### config.mk
export PLATFORM = sky130hd
export DESIGN_NAME = decim_arbiter
export DESIGN_NICKNAME = d
export VERILOG_FILES = /design/src/rtl/decim_pkg.sv /design/src/rtl/decim_arbiter_rr_pick.sv /design/src/rtl/decim_arbiter.sv
export SDC_FILE = /design/constraint.sdc
export NUM_CORES = 1
export LEC_CHECK = 0
export CORE_UTILIZATION = 56
export CTS_CLUSTER_DIAMETER = 120
export DETAILED_ROUTE_END_ITERATION = 8
export PLACE_DENSITY = 0.92
export SETUP_SLACK_MARGIN = 0.4
export SLEW_MARGIN = 10
export SYNTH_ARGS = -nofsm -noshare
export SYNTH_HDL_FRONTEND = slang
export SYNTH_SLANG_ARGS = --single-unit
### constraint.sdc
create_clock -name clk -period 5.2 [get_ports clk]
set_clock_uncertainty 0.05 [all_clocks]
set_input_delay 0.52 -clock clk [delete_from_list [all_inputs] [get_ports clk]]
set_output_delay 0.52 -clock clk [all_outputs]
set_load 0.02 [all_outputs]
### src/rtl/decim_pkg.sv
// Shared types and constants for the decimation scheduler: arbiter states,
// channel-index width helper and default sample/decimation parameters.
package decim_pkg;

  localparam int DEFAULT_DATA_W            = 16;
  localparam int DEFAULT_DOWNSAMPLE_FACTOR = 64;

  typedef enum logic [0:0] {
    ARB_IDLE    = 1'b0,
    ARB_PRESENT = 1'b1
  } arb_state_e;

  // Width of a channel index; never narrower than one bit.
  function automatic int CH_IDX_W(input int n);
    if (n > 1) begin
      return $clog2(n);
    end else begin
      return 1;
    end
  endfunction

endpackage

### src/rtl/decim_arbiter_rr_pick.sv
// Combinational round-robin selector: first requester found searching upward
// (with wrap) from the channel after last_i.
module rr_pick
  import decim_pkg::*;
#(
  parameter int NUM_CH = 4,
  parameter int CW     = CH_IDX_W(NUM_CH)
) (
  input  logic [NUM_CH-1:0] req_i,
  input  logic [CW-1:0]     last_i,
  output logic [CW-1:0]     grant_o,
  output logic              any_req_o
);

  // Rotating priority search over all channels.
  always_comb begin
    logic [CW:0] idx;
    logic        found;
    idx     = {(CW+1){1'b0}};
    found   = 1'b0;
    grant_o = {CW{1'b0}};
    for (int i = 1; i <= NUM_CH; i++) begin
      idx = {1'b0, last_i} + (CW+1)'(i);
      if (idx >= (CW+1)'(NUM_CH)) begin
        idx = idx - (CW+1)'(NUM_CH);
      end else begin
        idx = idx;
      end
      if (!found && req_i[idx[CW-1:0]]) begin
        found   = 1'b1;
        grant_o = idx[CW-1:0];
      end else begin
        found   = found;
      end
    end
    any_req_o = |req_i;
  end

endmodule

### src/rtl/decim_arbiter.sv
// Per-channel decimation with one-deep holding registers, multiplexed onto a
// single ready/valid output by a round-robin arbiter.
module decim_arbiter
  import decim_pkg::*;
#(
  parameter int NUM_CH            = 4,
  parameter int DOWNSAMPLE_FACTOR = DEFAULT_DOWNSAMPLE_FACTOR,
  parameter int DATA_W            = DEFAULT_DATA_W
) (
  input  logic                       clk,
  input  logic                       rst_n,
  input  logic                       enable,
  input  logic [NUM_CH-1:0]          ch_valid,
  input  logic [NUM_CH*DATA_W-1:0]   ch_data,
  output logic                       out_valid,
  input  logic                       out_ready,
  output logic [DATA_W-1:0]          out_data,
  output logic [$clog2(NUM_CH)-1:0]  out_ch,
  output logic [NUM_CH-1:0]          overflow,
  input  logic                       clr_overflow
);

  localparam int CW = CH_IDX_W(NUM_CH);
  localparam int PW = (DOWNSAMPLE_FACTOR > 1) ? $clog2(DOWNSAMPLE_FACTOR) : 1;

  logic [NUM_CH-1:0] capture_s;
  logic [NUM_CH-1:0] deq_s;
  logic [NUM_CH-1:0] ovf_set_s;
  logic [NUM_CH-1:0] pending_q, pending_d;
  logic [NUM_CH-1:0] overflow_q, overflow_d;
  logic [DATA_W-1:0] hold_s [NUM_CH];

  arb_state_e        state_q, state_d;
  logic [CW-1:0]     last_grant_q;
  logic [CW-1:0]     grant_s;
  logic              any_req_s;
  logic              load_s;
  logic              out_valid_q;
  logic [DATA_W-1:0] out_data_q;
  logic [CW-1:0]     out_ch_q;

  for (genvar c = 0; c < NUM_CH; c++) begin : g_ch
    logic [PW-1:0]     phase_q;
    logic [DATA_W-1:0] hold_q;

    assign capture_s[c] = ch_valid[c] & enable & (phase_q == {PW{1'b0}});
    assign deq_s[c]     = load_s & (grant_s == CW'(c));
    // A capture only drops when the slot is occupied and not draining this edge.
    assign ovf_set_s[c] = capture_s[c] & pending_q[c] & ~deq_s[c];
    assign hold_s[c]    = hold_q;

    // Decimation phase; power-of-two factor wraps naturally.
    always_ff @(posedge clk or negedge rst_n) begin
      if (!rst_n) begin
        phase_q <= {PW{1'b0}};
      end else if (!enable) begin
        phase_q <= {PW{1'b0}};
      end else if (ch_valid[c]) begin
        phase_q <= phase_q + PW'(1);
      end
    end

    // Holding register loads on every non-dropped capture.
    always_ff @(posedge clk or negedge rst_n) begin
      if (!rst_n) begin
        hold_q <= {DATA_W{1'b0}};
      end else if (capture_s[c] && !ovf_set_s[c]) begin
        hold_q <= ch_data[c*DATA_W +: DATA_W];
      end
    end
  end

  assign pending_d  = (pending_q & ~deq_s) | (capture_s & ~ovf_set_s);
  assign overflow_d = clr_overflow ? ovf_set_s : (overflow_q | ovf_set_s);

  rr_pick #(
    .NUM_CH (NUM_CH),
    .CW     (CW)
  ) u_pick (
    .req_i     (pending_q),
    .last_i    (last_grant_q),
    .grant_o   (grant_s),
    .any_req_o (any_req_s)
  );

  // Arbiter next state and output-register load strobe.
  always_comb begin
    state_d = state_q;
    load_s  = 1'b0;
    case (state_q)
      ARB_IDLE: begin
        if (any_req_s) begin
          load_s  = 1'b1;
          state_d = ARB_PRESENT;
        end else begin
          state_d = ARB_IDLE;
        end
      end
      ARB_PRESENT: begin
        if (out_ready && any_req_s) begin
          load_s  = 1'b1;
          state_d = ARB_PRESENT;
        end else if (out_ready) begin
          state_d = ARB_IDLE;
        end else begin
          state_d = ARB_PRESENT;
        end
      end
      default: begin
        state_d = ARB_IDLE;
      end
    endcase
  end

  // Arbiter state, shared flags and the registered output port.
  always_ff @(posedge clk or negedge rst_n) begin
    if (!rst_n) begin
      state_q      <= ARB_IDLE;
      pending_q    <= {NUM_CH{1'b0}};
      overflow_q   <= {NUM_CH{1'b0}};
      last_grant_q <= CW'(NUM_CH - 1);
      out_valid_q  <= 1'b0;
      out_data_q   <= {DATA_W{1'b0}};
      out_ch_q     <= {CW{1'b0}};
    end else begin
      state_q     <= state_d;
      pending_q   <= pending_d;
      overflow_q  <= overflow_d;
      out_valid_q <= (state_d == ARB_PRESENT);
      if (load_s) begin
        out_data_q   <= hold_s[grant_s];
        out_ch_q     <= grant_s;
        last_grant_q <= grant_s;
      end
    end
  end

  assign out_valid = out_valid_q;
  assign out_data  = out_data_q;
  assign out_ch    = out_ch_q;
  assign overflow  = overflow_q;

endmodule
==> summary.md <==
| Metric | Value |
|---|---|
| Outcome | `finished clean` |
| Synthesized area per cell | `12.3 um^2` |
| GR Layer Usage met3 | `7.66%` |
| Largest stage delay, worst path | `around 730 ps` |
| Clock network fraction of total power | `29.0%` |
| Static leakage | `0.00296 uW` |
| Netlist cell types | `between 40 and 50` |
| Largest net degree at the start of global routing | `75` |
| Setup TNS | `0 ps` |
| Sink Count | `approximately 120` |
| Post-synthesis sequential area ratio | `55.8%` |
| Die Wd | `98.8 um` |
| Crit path buffers/inverters | `1` |
| Syn Inst Count | `425` |
| Internal power | `2790 uW` |
| Crit-path slowest cell | `nand2b_1` |
| Final Power | `4280 uW` |
| Area leader, netlist | `dfrtp_1` |
| GR Util met2 | `49.8%` |
| Std cell rows | `34` |
| GR Layer Usage met1 | `around a third` |
| Syn_nets | `506` |
| Design Area, Final | `6870 um^2` |
| CP Class | `flop to flop` |
| Crit path capture type | `flop` |
| Worst rel slew slack | `between 30% and 40%` |
| I/O Buffers | `95` |
| Skew-Pair Late Insertion Delay | `between 500 and 600 ps` |
| Max frequency | `0.312 GHz` |
| Final ANT Viol Nets | `0` |
| Antenna violations before repair | `0` |
| Worst-margin pin slew | `964 ps` |
| Gate power share | `34.8%` |
| CP delay by family, top | `compound AO/OA/AOI/OAI gates` |
| Final Core Density | `77.3%` |
| Max cap viols | `0` |
| Cell Chain, Critical Path | `a21boi_0 > o21bai_1 > o211a_1 > buf_4 > o21ai_0 > nand2b_1 > mux2_2` |
| IO Pins | `96` |
| GRT overflow | `0` |
| Post-place instance area | `6240 um^2` |
| Top_reg_cell synth | `dfrtp_1` |
| Core footprint | `8890 um^2` |
| Peak supply drop | `346 uV` |
| Total GRT Usage | `approximately 30%` |
| DR WL/cell | `20.7 um` |
| Die area | `9760 um^2` |
| Most common cell in the netlist | `dfrtp_1` |
| Chip Height | `98.8 um` |
| Htree depth | `4` |
| FILL cells | `481` |
| Cts hold-fix bufs | `0` |
| RSZ-0062 raised after global routing | `no` |
| Fin crit period | `3210 ps` |
| Pwr/cell area | `623 nW/um^2` |
| Seq pwr share | `36.2%` |
| Sw power | `around 1500 uW` |
| TritonRoute pass-1 iters | `4` |
| Post-CTS sizing | `0` |
| Starting DRT DRC Count | `198` |
| Dpl cells | `between 600 and 700` |
| Worst Hold Class | `input port to async pin` |
| P&R area growth vs syn | `30.9%` |
| Final-report hold violation count | `0` |
| Final #Nets | `601` |
| Yosys warns | `0` |
| CTS tree | `yes` |
| Post-synth EDFFs | `0` |
| Initial core utilization | `59.0%` |
| Seq. cell area | `2930 um^2` |
| Vias | `roughly 3,800` |
| Async S/R FF share, synth | `100%` |
| Slew Viols, Final | `0` |
| DRC | `0` |
| Diodes inserted | `0` |
| Area contributors post-synth | `dfrtp_1, mux2_2, mux2_1, mux2i_1, a21oi_1` |
| R2R Setup Slk | `1990 ps` |
| Via-per-instance ratio | `5.95` |
| Tcrit/Tclk final | `61.6%` |
| Clock-pin transition on the worst setup and hold timing paths | `60 ps` |
| Critical Path RT | `~5600 ps` |
| Setup crit start kind | `flop` |
| HPWL after detailed placement | `8060 um` |
| Share of layout cells above drive strength 1 | `between 15 and 20%` |
| Busiest metal layer after global routing | `met2` |
| CP Max Fanout | `36` |
| Multi-input logic area | `2150 um^2` |
| Switching share of power | `about a third` |
| Worst EP arrival | `around 3600 ps` |
| Most frequent cells after synthesis | `dfrtp_1, mux2_2, a21oi_1` |
| Synthesized area | `5250 um^2` |
| Synthesis-stage register bit count | `about 120` |
| Post-synth top area share | `54.8%` |
| Final setup fails | `0` |
| Total Wirelength | `13,300 um` |
| Postcts setup bufs | `0` |
| Clk buf depth | `2` |
| Gpl congestion | `about 0.8` |
| Clock root buffer | `clkbuf_8` |
| Non-Filler Instances | `641` |
| Vias in the first global route | `4,110` |
| First-pass GRT wire length | `approximately 22,000 um` |
| Num CTS Buffers | `17` |
-- metal layers --
layer	vias to the layer above	wire length, um
li1	1687	-
met1	1918	5170
met2	159	6880
met3	48	657
met4	0	577
met5	-	0
-- worst paths after layout --
kind	startpoint	endpoint	cells after the start
max	last_grant_q[1]$_DFFE_PN1P_	g_ch[1].hold_q[14]$_DFFE_PN0P_	7
max in group asynchronous	rst_n	g_ch[3].hold_q[15]$_DFFE_PN0P_	2
min	rst_n	g_ch[0].phase_q[4]$_DFFE_PN0P_	1
max reg2reg	last_grant_q[1]$_DFFE_PN1P_	g_ch[1].hold_q[14]$_DFFE_PN0P_	7
min in group clk	g_ch[3].hold_q[13]$_DFFE_PN0P_	g_ch[3].hold_q[13]$_DFFE_PN0P_	1
min reg2reg	g_ch[3].hold_q[13]$_DFFE_PN0P_	g_ch[3].hold_q[13]$_DFFE_PN0P_	1
-- layout by cell type (no fill, tap or decap), types with 5 or more instances in the layout --
cell type          n
clkdlybuf4s50_1   94
inv_1             12
nand4_1            8
ha_1               8
xnor2_1           13
mux2_2            44
o2bb2ai_1         16
mux2i_1           21
o21ai_0            8
nand2_1           31
and2_1            17
dfrtp_1          115
buf_4              5
mux2_1            20
a21oi_1           35
nor2b_1            6
clkbuf_16         16
nand2b_1           6
-- state kept, by name (all words and copies together) (netlist names) --
signal,cells
g_ch.hold_q,64
g_ch.phase_q,24
out_data,16
overflow,4
pending_q,4
last_grant_q,2
out_ch,2
out_valid,1
-- cell families after synthesis --
kind of cell	Yosys count	share of synthesized area [%]
AO/OA/AOI/OAI	75	9.01
XOR/XNOR	17	2.84
adder cells (fa/ha/maj)	8	1.91
buffers and inverters	35	3.15
flip-flops	117	55.8
multiplexers	85	17.7
AND/OR/NAND/NOR	88	9.51
-- layout make-up --
| class | instances | area share (%) |
|---|---|---|
| flip-flops and latches | 117 | 42.7 |
| multi-input cells | 273 | 31.3 |
| repair buffers | 99 | 14.2 |
| clock buffers | 19 | 6.28 |
| clock inverters | 13 | 2.86 |
| well taps | 108 | 1.97 |
| inverters | 12 | 0.656 |
-- power groups by stage --
stage	clock (uW)	combinational, uW	sequential [uW]
final	1240	1490	1550
after global routing	1290	1600	1590
after CTS	1250	1490	1540
after detailed placement	0	1430	1540
after global placement	0	1360	1510
after floorplan	0	898	1560
-- through the flow --
stage / hold WS [ps] / worst slack (ps)
2_1_floorplan: 174 / 2780
3_3_place_gp: 418 / 1820
3_5_place_dp: 425 / 1670
4_1_cts: 106 / 1980
5_1_grt: 161 / 1760
6_report: 71.6 / 1990
Power figures use the tool's default switching activity.
